## src/rtl/factor_display_seq_pkg.sv

```systemverilog
// Shared types and constants for the factor display stage: FSM states,
// the 7-segment hex font and the fixed blank/error glyphs.
package factor_display_seq_pkg;

  typedef enum logic [2:0] {
    StIdle,
    StLoad,
    StShowHi,
    StShowLo,
    StGap
  } state_e;

  localparam logic [6:0] SegBlank = 7'h00;
  localparam logic [6:0] SegErr   = 7'h79;

  // Index 0 is the least significant entry: 0,1,2,...,F (gfedcba, bit0 = a).
  localparam logic [15:0][6:0] HexFont = {
    7'h71, 7'h79, 7'h5E, 7'h39, 7'h7C, 7'h77, 7'h6F, 7'h7F,
    7'h07, 7'h7D, 7'h6D, 7'h66, 7'h4F, 7'h5B, 7'h06, 7'h3F
  };

endpackage

```

## src/rtl/hex_to_seg7.sv

```systemverilog
// Combinational hex nibble to 7-segment (gfedcba, active high) decoder.
module hex_to_seg7
  import factor_display_seq_pkg::*;
(
  input  logic [3:0] nibble_i,
  output logic [6:0] seg_o
);

  assign seg_o = HexFont[nibble_i];

endmodule

```

## src/rtl/factor_display_seq.sv

```systemverilog
// Buffers one number's prime factors from the factor engine and cycles them on a
// single 7-segment digit as high nibble, low nibble, blank, with a fixed dwell per step.
module factor_display_seq
  import factor_display_seq_pkg::*;
#(
  parameter int unsigned MaxCount = 10_000_000,
  parameter int unsigned Depth    = 8
) (
  input  logic       clk_i,
  input  logic       rst_ni,
  input  logic       ena_i,
  input  logic       in_valid_i,
  output logic       in_ready_o,
  input  logic [7:0] in_factor_i,
  input  logic       in_last_i,
  input  logic       in_prime_i,
  output logic [6:0] segments_o,
  output logic       is_prime_o
);

  localparam int unsigned DwellW = $clog2(MaxCount);
  localparam int unsigned PtrW   = $clog2(Depth);
  localparam int unsigned CntW   = $clog2(Depth + 1);

  state_e              state_q;
  logic [CntW-1:0]     count_q;
  logic [PtrW-1:0]     wr_ptr_q;
  logic [PtrW-1:0]     rd_ptr_q;
  logic [DwellW-1:0]   dwell_q;
  logic [6:0]          seg_q;
  logic                prime_q;
  logic                ovf_q;
  logic [Depth-1:0][7:0] fbuf_q;

  logic            accept;
  logic            full;
  logic            dwell_done;
  logic [PtrW-1:0] rd_ptr_nxt;
  logic [3:0]      nib_sel;
  logic [6:0]      seg_nib;

  assign in_ready_o = ena_i;
  assign accept     = in_valid_i & ena_i;
  assign full       = (count_q == CntW'(Depth));
  assign dwell_done = (dwell_q == DwellW'(MaxCount - 1));
  assign rd_ptr_nxt = (rd_ptr_q == PtrW'(count_q - CntW'(1))) ? '0 : rd_ptr_q + PtrW'(1);

  // One decoder serves every transition: the nibble that will be on display next cycle.
  always_comb begin
    nib_sel = fbuf_q[rd_ptr_nxt][7:4];
    if (accept && in_last_i) begin
      nib_sel = (state_q == StLoad) ? fbuf_q[0][7:4] : in_factor_i[7:4];
    end else if (state_q == StShowHi) begin
      nib_sel = fbuf_q[rd_ptr_q][3:0];
    end
  end

  hex_to_seg7 u_hex_to_seg7 (
    .nibble_i (nib_sel),
    .seg_o    (seg_nib)
  );

  always_ff @(posedge clk_i) begin
    if (!rst_ni) begin
      state_q  <= StIdle;
      count_q  <= '0;
      wr_ptr_q <= '0;
      rd_ptr_q <= '0;
      dwell_q  <= '0;
      seg_q    <= SegBlank;
      prime_q  <= 1'b0;
      ovf_q    <= 1'b0;
      fbuf_q   <= '0;
    end else if (ena_i) begin
      if (accept && state_q != StLoad) begin
        // A new number always wins over a pending dwell expiry.
        fbuf_q[0] <= in_factor_i;
        count_q   <= CntW'(1);
        wr_ptr_q  <= PtrW'(1);
        rd_ptr_q  <= '0;
        dwell_q   <= '0;
        ovf_q     <= 1'b0;
        if (in_last_i) begin
          state_q <= StShowHi;
          seg_q   <= seg_nib;
          prime_q <= in_prime_i;
        end else begin
          state_q <= StLoad;
          seg_q   <= SegBlank;
          prime_q <= 1'b0;
        end
      end else if (accept) begin
        if (full) begin
          ovf_q <= 1'b1;
        end else begin
          fbuf_q[wr_ptr_q] <= in_factor_i;
          wr_ptr_q         <= wr_ptr_q + PtrW'(1);
          count_q          <= count_q + CntW'(1);
        end
        if (in_last_i) begin
          state_q  <= StShowHi;
          rd_ptr_q <= '0;
          dwell_q  <= '0;
          if (full || ovf_q) begin
            seg_q   <= SegErr;
            prime_q <= 1'b0;
          end else begin
            seg_q   <= seg_nib;
            prime_q <= in_prime_i;
          end
        end
      end else if (state_q == StShowHi || state_q == StShowLo || state_q == StGap) begin
        if (dwell_done) begin
          dwell_q <= '0;
          unique case (state_q)
            StShowHi: begin
              state_q <= StShowLo;
              seg_q   <= ovf_q ? SegBlank : seg_nib;
            end
            StShowLo: begin
              state_q <= StGap;
              seg_q   <= SegBlank;
            end
            default: begin
              state_q  <= StShowHi;
              rd_ptr_q <= rd_ptr_nxt;
              seg_q    <= ovf_q ? SegErr : seg_nib;
            end
          endcase
        end else begin
          dwell_q <= dwell_q + DwellW'(1);
        end
      end
    end
  end

  assign segments_o = seg_q;
  assign is_prime_o = prime_q;

endmodule

```

## config.mk

```make
export PLATFORM = sky130hd
export DESIGN_NAME = factor_display_seq
export DESIGN_NICKNAME = d
export VERILOG_FILES = /design/src/rtl/factor_display_seq_pkg.sv /design/src/rtl/hex_to_seg7.sv /design/src/rtl/factor_display_seq.sv
export SDC_FILE = /design/constraint.sdc
export NUM_CORES = 1
export LEC_CHECK = 0
export ABC_AREA = 0
export CORE_MARGIN = 5
export CORE_UTILIZATION = 30
export CTS_CLUSTER_DIAMETER = 50
export DETAILED_ROUTE_END_ITERATION = 16
export HOLD_SLACK_MARGIN = 0.02
export SYNTH_ARGS = -nofsm -noshare
export SYNTH_HDL_FRONTEND = slang
export SYNTH_HIERARCHICAL = 1
export SYNTH_SLANG_ARGS = --single-unit
```

## constraint.sdc

```tcl
create_clock -name clk_i -period 3.8 [get_ports clk_i]
set_input_delay 1.14 -clock clk_i [delete_from_list [all_inputs] [get_ports clk_i]]
set_output_delay 1.14 -clock clk_i [all_outputs]
set_load 0.03 [all_outputs]
```

==> flow_metrics.tcl, run 1 <==
set metrics [dict create \
    cp_max_fo 4 \
    post-cts-setup-buffers 0 \
    wl_um 14600 \
    finalClockSkew_ns 0.00569 \
    hold_viol 0 \
    clk_latency_ns 0.36 \
    nets 690 \
    ys_warn_count 6 \
    antennaDiodeCount 0 \
    p_per_area_nw_per_um2 362 \
    die_x_um 149 \
    setup_violations 0 \
    ant_nets 0 \
    hpwl_um 10500 \
    avgSynthCellArea_um2 9.12 \
    crit_type "in -> out" \
    drtIter0Drc 257 \
    cts_tree "yes" \
    slew_headroom_pct 23.4 \
    async_reset_ff_share_pct 0 \
    synth.net_count 661 \
    htree_levels 3 \
    final_cells 928 \
    syn_inst 634 \
    synth-edff-count 0 \
    post_drt_wl_per_cell_um 15.8 \
    critPathArrivalTime_ns 2.40 \
    endpoint_kind "output pin" \
    power_mw 2.46 \
    start_util_pct 30.7 \
    grt_setup_unrepaired "no" \
    synth-seq-cells 110 \
    required_ns 2.66 \
    gp_congestion 0.828 \
    post_cts_resized 0 \
    grt_pass1_wl_um 24600 \
    setup_tns_ns 0 \
    design_area_um2 6800 \
    irDropWorstVdd_mv 0.211 \
    startpoint_type "input port" \
    place_area_um2 6470 \
    seq_area_frac_synth_pct 38.1 \
    syn2layout_area_growth_pct 17.7 \
    grt_overflow 0 \
    die_h_um 149 \
    io_buffers 22 \
    status "finished clean" \
    fp.coreArea_um2 18800 \
    leakagePower_nw 2.46 \
    drive_gt1_share_pct 14.5 \
    hp-class "reg -> reg" \
    dpl.cell_count 912 \
    drc_errors 0 \
    cts.clk_slew.worst_paths_ns 0.07 \
    post-route-period-util_pct 93.2 \
    maxCapViolCount 0 \
    drt_pass1_iterations 4 \
    synth_flop_cell "dfxtp_1" \
    io-pin-count 23 \
    fmax_mhz 282 \
    tightest_slew_ns 1.14 \
    ctsRootBufferMaster "clkbuf_16" \
    finalCriticalPeriod_ns 3.54 \
    cts_sinks 110 \
    rows 50 \
    viasPerCell 5.05 \
    numCtsBuffers 9 \
    vias 4686 \
    drv_slew 0 \
    dieArea_um2 22100 \
    cts_hold_buf 0 \
    antenna_found_initial 0 \
    ys_types 72 \
    clock_path_buffers 2 \
    grt_pass1_vias 4586 \
    syn_area_um2 5780 \
    track_usage_pct 13.6 \
    grt_max_degree 32 \
    nFillCells 1921 \
]
Yosys cell counts, types with 4 or more instances:
master    count  area share [%]
dfxtp_1     110              38
nor2_1       78             5.1
mux2i_1      71              12
a21oi_1      47             4.1
o21ai_0      37             3.2
nand2_1      35             2.3
clkbuf_1     22             1.4
nand3_1      20             1.7
buf_2        18             1.6
inv_1        14            0.91
ha_1         13             2.8
nand4_1      12             1.3
mux4_2       11             4.3
or3_1         9            0.97
xnor2_1       9             1.4
nor4_1        7            0.76
and3_1        6            0.65
nand3b_1      6            0.78
o22ai_1       6            0.65
xor2_1        6            0.91
a211oi_1      5            0.65
a31oi_1       5            0.54
buf_4         4            0.52
mux2_2        4            0.78
nor2b_1       4            0.43
cells by family (layout without fill, tap and decap cells):
family	after synthesis	in the layout	synth area share, %
AOI/OAI and AO/OA	139	139	15.2
xor gates and xnor gates	16	16	2.66
buffers and inverters	62	96	4.83
muxes	88	88	18.1
and+or+nand+nor	206	206	18.3
adders and majority gates	13	13	2.81
DFF	110	110	38.1
per-stage QoR:
stage	setup slack (ns)	util (%)	hold WS, ns
CTS	0.250	36.1	0.480
finish	0.257	36.1	0.476
global placement	0.0257	34.3	0.463
detailed placement	0.0451	34.3	0.465
global route	0.199	36.1	0.511
floorplan	0.222	-	0.448
routing by layer:
layer / routed length (um) / global-route usage (%) / up-vias
met1: 7290 / 19.1 / 2246
met5: 0 / 0 / -
met3: 548 / 2.95 / 12
met4: 165 / 3.30 / 0
li1: - / - / 2349
met2: 6620 / 21.4 / 79
layout by cell type (no fill, tap or decap), drive strengths merged, types with 4 or more instances in the layout:
master / synthesis / final
a22oi: 4 / 4
mux4: 12 / 12
dfxtp: 110 / 110
a31oi: 5 / 5
mux2: 5 / 5
mux2i: 71 / 71
nand2: 35 / 35
o22ai: 6 / 6
a211oi: 6 / 6
nand4: 13 / 13
o21ai: 39 / 39
ha: 13 / 13
nor4: 8 / 8
nor3b: 4 / 4
xor2: 6 / 6
nand3: 21 / 21
or3: 9 / 9
buf: 24 / 43
nor2: 78 / 78
nor2b: 4 / 4
nand3b: 6 / 6
clkdlybuf4s50: 0 / 22
a21oi: 51 / 51
clkbuf: 23 / 10
and3: 7 / 7
xnor2: 9 / 9
inv: 15 / 19
where the power goes:
| group | switching, mW | total, mW | internal, mW |
|---|---|---|---|
| logic | 0.135 | 0.227 | 0.0928 |
| registers | 0.0105 | 1.17 | 1.16 |
| clock network | 0.454 | 1.06 | 0.608 |
| total | 0.599 | 2.46 | 1.86 |
worst paths after layout:
kind | from | to | slack (ns) | cells after the start
hold / removal | segments_o[5] | segments_o[5] | 0.48 | 2
setup / recovery | ena_i | in_ready_o | 0.26 | 3
hold reg to reg | segments_o[5] | segments_o[5] | 0.48 | 2
setup reg to reg | count_q[1] | segments_o[3] | 0.59 | 13
area by class of cell:
class / count / area [um2] / share of cell area, %
Clock inverter: 6 / 97.6 / 1.43
Inverter: 15 / 56.3 / 0.828
Multi-Input combinational cell: 462 / 3320 / 48.7
Clock buffer: 10 / 239 / 3.51
Sequential cell: 110 / 2200 / 32.4
Tap cell: 260 / 325 / 4.78
Timing Repair Buffer: 65 / 568 / 8.35
worst max-delay path, stage by stage:
cell	delay, ns
clkdlybuf4s50_1	0.47
buf_4	0.13
clkdlybuf4s50_1	0.66
sequential cells by signal (all words and copies together) (netlist names):
register / count
dwell_q: 24
state_q: 3
segments_o: 7
is_prime_o: 1
ovf_q: 1
wr_ptr_q: 3
fbuf_q: 64
rd_ptr_q: 3
count_q: 4
(Power assumes the default switching activity.)
==> run 2: changes to the inputs <==
Settings changed: PLACE_DENSITY set to 0.46.
==> run 2 against run 1 <==
  * Global-route usage increased by 0.72 points
  * First-iteration DRC count down 26%
  * Clock skew is 0.0094 ns higher
  * Routed wire length up 5.5%
  * Combinational power is essentially flat
  * Largest power group unchanged
==> flow_metrics.tcl, run 2 (same netlist as run 1, synthesis figures left out) <==
set metrics [dict create \
    cp.depth 3 \
    cts_hold_buf 0 \
    switching_power_uw 629 \
    status "finished clean" \
    start_util_pct 30.7 \
    crit_start "ena_i" \
    antenna_found_initial 0 \
    io_buffers 22 \
    reg2reg_setup_slack_ns 0.54 \
    grt_pass1_wl_um 25400 \
    startpoint_type "input port" \
    rows 50 \
    viasPerCell 5.13 \
    htree_levels 3 \
    die_x_um 149 \
    seq_area_um2 2200 \
    setup_violations 0 \
    cts.clk_slew.worst_paths_ns 0.08 \
    rr_endpoint "segments_o[5]" \
    post-route-period-util_pct 93.5 \
    slowest_stage "clkdlybuf4s50_1" \
    cp_common_cell "clkdlybuf4s50_1" \
    clock_path_buffers 2 \
    slew_headroom_pct 29.7 \
    dieArea_um2 22100 \
    grt_setup_unrepaired "no" \
    swShare_pct 26.8 \
    cp_max_fo 4 \
    layout.cells.most_common_list "dfxtp_1 (110), nor2_1 (78), mux2i_1 (71)" \
    numCtsBuffers 9 \
    vias 4784 \
    max_stage_delay_ns 0.66 \
    leakagePower_nw 2.46 \
    crit_end "in_ready_o" \
    gp_congestion 0.819 \
    drive_gt1_share_pct 15.0 \
    cpLargestDelayFamily "buffers and inverters" \
    ant_nets 0 \
    hpwl_um 11300 \
    p_per_area_nw_per_um2 346 \
    power_frac_comb_pct 9.7 \
    r2r_start "rd_ptr_q[0]" \
    rr_worst_depth 12 \
    cts_sinks 110 \
    largest_reg_flops 64 \
    post_drt_wl_per_cell_um 16.5 \
    cts_tree "yes" \
    ctsRootBufferMaster "clkbuf_16" \
    post_cts_resized 0 \
    hold_viol 0 \
    antennaDiodeCount 0 \
    fp.coreArea_um2 18800 \
    setup_tns_ns 0 \
    track_usage_pct 14.3 \
    crit_type "in -> out" \
    design_area_um2 6790 \
    grt_overflow 0 \
    grt_pass1_vias 4658 \
    grt_max_degree 37 \
    tightest_slew_ns 1.04 \
    required_ns 2.66 \
    clk_latency_ns 0.37 \
    p_int_mw 1.72 \
    place_area_um2 6490 \
    final_common_cell "dfxtp_1" \
    die_h_um 149 \
    min_from "segments_o[4]" \
    finalCriticalPeriod_ns 3.55 \
    nFillCells 1900 \
    wl_um 15400 \
    drv_slew 0 \
    critPathArrivalTime_ns 2.41 \
    syn2layout_area_growth_pct 17.5 \
    clkPwrFrac_pct 40.3 \
    nets 695 \
    drtIter0Drc 190 \
    fmax_mhz 281 \
    drt_pass1_iterations 5 \
    maxCapViolCount 0 \
    post-cts-setup-buffers 0 \
    path_buf_inv 3 \
    multiInputGateArea_um2 3320 \
    irDropWorstVdd_mv 0.213 \
    endpoint_kind "output pin" \
    io-pin-count 23 \
    seq_power_share_pct 50.0 \
    hp-class "reg -> reg" \
    drc_errors 0 \
    top_register "fbuf_q" \
    path_cells "clkdlybuf4s50_1, buf_4, clkdlybuf4s50_1" \
    finalClockSkew_ns 0.0151 \
]
==> run 2: changes by cell type in the layout (fill, tap and decap cells not counted) <==
cell / delta
clkbuf_1: +1
buf_4: +6
clkbuf_8: -1
inv_6: -1
buf_12: -1
clkinv_4: +2
clkinv_8: +2
inv_8: -1
bufinv_16: -2
==> run 2: power groups by stage <==
stage          logic (mW)  registers, mW  clock network [mW]
5_1_grt             0.248           1.18                1.03
6_report            0.228           1.17               0.947
2_1_floorplan       0.138           1.20                   0
3_5_place_dp        0.229           1.20                   0
4_1_cts             0.229           1.17               0.990
3_3_place_gp        0.225           1.20                   0
==> run 2: routing by layer <==
layer,track usage (%),share of wire (%),up-vias
li1,-,-,2358
met1,18.7,48,2345
met2,24.1,47,70
met3,3.34,3.1,11
met4,3.66,1.3,0
met5,0,0,-
==> run 2: cell type report <==
type,instances,area share [%]
clock buffer,10,3.37
clock inverter,6,0.995
inverter,15,0.829
multi-input combinational,462,48.8
sequential,110,32.4
tap,260,4.79
timing repair buffer,70,8.74
==> run 2: through the flow <==
stage / utilization (%) / cells / hold slack, ns / setup slack (ns) / total power, mW
3_3_place_gp: 34.5 / 917 / 0.460 / 0.140 / 1.43
2_1_floorplan: - / 634 / 0.448 / 0.222 / 1.34
5_1_grt: 36.1 / 933 / 0.501 / 0.210 / 2.46
4_1_cts: 36.1 / 933 / 0.479 / 0.240 / 2.39
6_report: 36.1 / 933 / 0.476 / 0.247 / 2.35
3_5_place_dp: 34.5 / 917 / 0.464 / 0.0731 / 1.43
==> run 2: worst min-delay path by stage <==
| stage | cells after the start | to |
|---|---|---|
| detailed placement | 2 | segments_o[6] |
| CTS | 2 | fbuf_q[60] |
| finish | 2 | segments_o[4] |
| floorplan | 2 | dwell_q[23] |
| global route | 2 | segments_o[2] |
| global placement | 2 | fbuf_q[61] |
==> run 2: tightest hold or removal path, delay by kind of cell (launching register included) <==
family / cells / cell delay (ns)
AO/OA/AOI/OAI: 1 / 0.06
flip-flops: 1 / 0.31
AND/OR/NAND/NOR: 1 / 0.05
==> edit 1, RTL diff (settings of run 2) <==
`Depth`: 8 -> 32.
--- a/src/rtl/factor_display_seq.sv
+++ b/src/rtl/factor_display_seq.sv
@@ -4,7 +4,7 @@
   import factor_display_seq_pkg::*;
 #(
   parameter int unsigned MaxCount = 10_000_000,
-  parameter int unsigned Depth    = 8
+  parameter int unsigned Depth    = 32
 ) (
   input  logic       clk_i,
   input  logic       rst_ni,
Check against the original RTL: not settled (the Yosys comparison gave no result); the edit may change what the design does.
==> edit 1 against run 2 <==
  * Area after synthesis grew to 2.6 times the old value
  * Routed wire length grew to 3.1 times the old value
  * Final area grew to 2.7 times the old value
  * Register-to-register slack lost 0.44 ns
  * Critical path depth grew 15
  * Sequential cell count grew 198
  * Worst setup slack lost 0.14 ns
  * Power grew to 3.3 times the old value
==> edit 1: results (changes against run 2) <==
| Metric | Value |
|---|---|
| Complex-gate fraction of the synthesized area | `11.7% (-3.5 points)` |
| Clk buf depth | `3 (+1)` |
| Critical path's top delay family | `compound AO/OA/AOI/OAI gates` |
| Placed inst area | `16700 sq um (+160%)` |
| Peak supply drop | `0.300 mV (+41%)` |
| Final GP Congestion | `0.874 (+6.6%)` |
| GRT Util Overall | `16.9% (+2.6 points)` |
| Synth Area in XOR/XNOR | `1.83% (-0.83 points)` |
| Worst Skew | `0.0251 ns (+0.0100 ns)` |
| Largest net degree at the start of global routing | `80 (+120%)` |
| Worst endpoint data arrival time | `4.15 ns (+1.74 ns)` |
| Layout cells sized above 1 | `18.4% (+3.4 points)` |
| Via Count | `12500 (+160%)` |
| Max FFs per register | `256 (+300%)` |
| CTS Buf Count | `44 (+35)` |
| Sw frac | `23.5% (-3.3 points)` |
| Cell repeated most along the worst path | `buf_4` |
| Layout Nets | `1784 (+160%)` |
| Register area share after synthesis | `40.6% (+2.5 points)` |
| DP Wirelength | `31800 microns (+180%)` |
| Crit-path max FO | `7 (+3)` |
| Vias in the first global route | `12500 (+170%)` |
| Fill cells | `5078 (+170%)` |
| Clk pin slew, worst setup/hold paths | `0.05 ns (-0.03 ns)` |
| Mux contribution to synthesized area | `18.1% (+0.032 points)` |
| Netlist cell types | `88 (+22%)` |
| First-pass GRT wire length | `74900 microns (+200%)` |
| H-tree lvl count | `2 (-1)` |
| Worst slew pin tran | `0.744 ns (-0.300 ns)` |
| Post-Route WL | `47700 microns (+210%)` |
| Status | `finished, final reports clean` |
| HP Start | `fbuf_q[89]` |
| DP Worst Slack | `-0.264 ns (-0.337 ns)` |
| CP max stage cell | `dfxtp_1` |
| Slowest stage delay, CP | `0.46 ns (-0.20 ns)` |
| Adder-Cell Fraction of Synth Area | `1.24% (-1.6 points)` |
[edit 1: layer usage]
metal | track usage [%] | routed length [microns] | vias to the layer above
met2 | 26.9 | 21700 | 266
met3 | 2.67 | 2110 | 74
met5 | 0 | 0 | -
li1 | - | - | 6049
met1 | 23.4 | 22400 | 6072
met4 | 6.09 | 1450 | 0
[edit 1: final timing paths]
check	to	slack, ns	cells after the start
setup / recovery	segments_o[3]	0.10	18
hold reg to reg	fbuf_q[89]	0.45	2
setup reg to reg	segments_o[3]	0.10	18
hold / removal	fbuf_q[89]	0.45	2
[edit 1: metrics by stage]
| stage | hold slack (ns) | util, % | instances |
|---|---|---|---|
| 2_1_floorplan | 0.422 | - | 1691 |
| 3_3_place_gp | 0.440 | 33.3 | 2373 |
| 3_5_place_dp | 0.446 | 33.3 | 2373 |
| 4_1_cts | 0.454 | 36.3 | 2452 |
| 5_1_grt | 0.470 | 36.8 | 2458 |
| 6_report | 0.452 | 36.8 | 2458 |
[edit 1: cells by family (layout without fill, tap and decap cells)]
group                    Yosys count  after routing
AO/OA/AOI/OAI                    264            264
multiplexers                     222            222
adder cells (fa/ha/maj)           15             15
AND/OR/NAND/NOR                  704            704
flip-flops                       308            308
buffers and inverters            148            243
XOR/XNOR                          30             30
[edit 1: timing repair]
action	in CTS	in global routing
setup endpoints to repair	3	7
gates resized for setup	5	40
gates cloned	0	1
pin swaps	1	9
setup buffers	2	5
[edit 1: cell type report]
class                   count  area (sq um)  share of cell area, %
clock buffers              56          1230                   6.64
flip-flops and latches    308          6170                   33.4
clock inverters            21           262                   1.41
repair buffers            149          1280                   6.92
inverters                  17          72.6                  0.393
well taps                 672           841                   4.55
multi-input cells        1235          8630                   46.7
[edit 1: power groups by stage]
stage	sequential, mW	clock [mW]	combinational, mW
after floorplan	3.32	0	0.226
after global placement	3.32	0	0.386
after CTS	3.25	4.25	0.392
after detailed placement	3.32	0	0.389
final	3.25	4.14	0.406
after global routing	3.25	4.36	0.437
[edit 1: tightest hold or removal path, cell delays in order (launching register included)]
cell and delay, ns:
dfxtp_1 0.30, nand2_1 0.05, a21oi_1 0.05
==> edit 2, RTL diff (config.mk and constraints of run 2) <==
Made on the original files. Register the output `segments_o` once more, cleared by the reset; this adds one clock of latency there. The other outputs are not delayed to match.
--- a/src/rtl/factor_display_seq.sv
+++ b/src/rtl/factor_display_seq.sv
@@ -134,7 +134,13 @@
     end
   end
 
-  assign segments_o = seg_q;
+  always_ff @(posedge clk_i) begin
+    if (!rst_ni) begin
+      segments_o <= '0;
+    end else begin
+      segments_o <= seg_q;
+    end
+  end
   assign is_prime_o = prime_q;
 
 endmodule
Function: not settled (the Yosys comparison gave no result); the edit may change what the design does.
==> edit 2 against run 2 <==
  * Fmax down 0.87%
  * Non-clock buffer count down 9
  * Largest cell class unchanged
  * Sequential cell count up 7
  * Worst setup slack worse by 0.031 ns
  * Global-route usage down 0.15 points
  * Highest routed layer unchanged
  * Final area up 6.6%
  * Routed wire length up 0.83%
  * Power up 35%
  * Hold slack worse by 0.029 ns
  * Area after synthesis up 3.3%
  * Critical path depth unchanged
==> edit 2: results (changes against run 2) <==
| Metric | Value |
|---|---|
| Yosys warns | `6 (unchanged)` |
| Average wire per standard cell | `16.1 microns (-2.9%)` |
| Pre-Repair DR Iteration Count | `6 (+1)` |
| Syn_nets | `688 (+4.1%)` |
| DRT iter0 DRCs | `216 (+14%)` |
| Layout Nets | `718 (+3.3%)` |
| GRT Util Overall | `14.2% (-0.15 points)` |
| Async SR Flop Fraction | `0% (unchanged)` |
| Initial antenna violation count | `0 (unchanged)` |
| Clk buf depth | `2 (unchanged)` |
| Peak supply drop | `0.272 mV (+28%)` |
| Crit-path max FO | `5 (+1)` |
| Worst Skew | `0.0166 ns (+0.00151 ns)` |
| Synth Area per Inst | `9.03 sq um (-0.95%)` |
| Port Buf Inserts | `22 (unchanged)` |
| Vias per cell | `5.04 (-1.7%)` |
| Lkg Pwr | `2.74 nW (+11%)` |
| Tightest Hold Check Type | `reg2reg` |
| Final GP Congestion | `0.823 (+0.40%)` |
| Predominant post-synthesis flop cell | `dfxtp_1` |
| Placed insts | `937 (+2.2%)` |
| CTS Buf Count | `17 (+8)` |
| Rel. slew slack | `40.5% (+11 points)` |
| Top cells by area, synth | `dfxtp_1 (39%), mux2i_1 (11%), nor2_1 (6.5%), mux4_2 (4.5%), o21ai_0 (4.2%)` |
| Most common library cells after synthesis | `dfxtp_1 (117), nor2_1 (103), mux2i_1 (67)` |
| Critical path's top delay family | `buffers and inverters` |
| Status | `finished, final reports clean` |
| Slowest stage delay, CP | `around 0.67 ns` |
| Netlist cell types | `66 (-8.3%)` |
| Number of diodes | `0 (unchanged)` |
| Layout cells sized above 1 | `14.6% (-0.38 points)` |
| Biggest regs | `fbuf_q: 64 flops, dwell_q: 24 flops` |
| Largest net degree at the start of global routing | `43 (+16%)` |
| H-tree lvl count | `4 (+1)` |
| CP max stage cell | `clkdlybuf4s50_1` |
| Post-Route WL | `15600 microns (+0.83%)` |
| Reg-to-reg startpoint | `count_q[1]` |
| Register area share after synthesis | `39.2% (+1.1 points)` |
| Vias in the first global route | `4810 (+3.3%)` |
| Root Driver | `clkbuf_16` |
| First-pass GRT wire length | `25400 microns (+0.24%)` |
| Critical path origin | `ena_i` |
| Placed inst area | `6600 sq um (+1.6%)` |
| Clk pin slew, worst setup/hold paths | `0.06 ns (-0.02 ns)` |
| Number of setup buffers added after CTS | `0 (unchanged)` |
| DP Wirelength | `10900 microns (-3.4%)` |
| HP Start | `seg_q[4]` |
| Worst endpoint data arrival time | `2.44 ns (+0.03 ns)` |
| Post-CTS resize count | `0 (unchanged)` |
| Synth top area share | `39.2% (+1.1 points)` |
| Worst-Skew Late Latency | `0.43 ns (+0.06 ns)` |
==> edit 2: cell count changes after synthesis, sizes merged, moves of 6 or more <==
cell	delta
a21oi	-23
dfxtp	+7
nor2	+25
and2	+9
nand3	-7
o21ai	+14
clkbuf	+7
o22ai	-6
nor3	+9
==> edit 2: metrics by stage <==
step / setup TNS [ns] / setup WS (ns)
3_3_place_gp: -0.154 / -0.125
3_5_place_dp: -0.236 / -0.159
4_1_cts: 0 / 0.211
2_1_floorplan: 0 / 0.358
6_report: 0 / 0.216
5_1_grt: 0 / 0.00295
==> edit 2: cell type report <==
type / instances / area [sq um]
inverter: 12 / 45.0
clock buffer: 21 / 480
sequential: 117 / 2340
clock inverter: 11 / 159
multi-input combinational: 482 / 3360
fill: 1996 / 12300
tap: 265 / 332
timing repair buffer: 61 / 526
==> edit 2: power breakdown <==
part	internal (mW)	switching (mW)
combinational	0.0759	0.111
sequential	1.24	0.00900
clock	1.12	0.625
==> edit 2: cells by family (layout without fill, tap and decap cells) <==
group | after synthesis | in the layout | share of synthesized area, %
simple gates | 241 | 241 | 20.3
mux | 84 | 84 | 17.0
buf+inv | 62 | 105 | 4.74
xor+xnor | 21 | 21 | 3.33
compound gates | 123 | 123 | 12.7
fa+ha+maj | 13 | 13 | 2.73
flops | 117 | 117 | 39.2
==> edit 2: final timing paths <==
kind / endpoint / slack, ns / cells after the start
max: in_ready_o / 0.22 / 3
min: segments_o[4] / 0.45 / 1
max reg2reg: seg_q[6] / 0.41 / 15
min reg2reg: segments_o[4] / 0.45 / 1
==> edit 2: layer usage <==
| layer | share of wire [%] | vias to the layer above | global-route usage [%] |
|---|---|---|---|
| met4 | 1.9 | 0 | 5.17 |
| met5 | 0 | - | 0 |
| met1 | 47 | 2345 | 18.4 |
| met2 | 47 | 100 | 23.0 |
| met3 | 3.9 | 23 | 3.50 |
| li1 | - | 2415 | - |
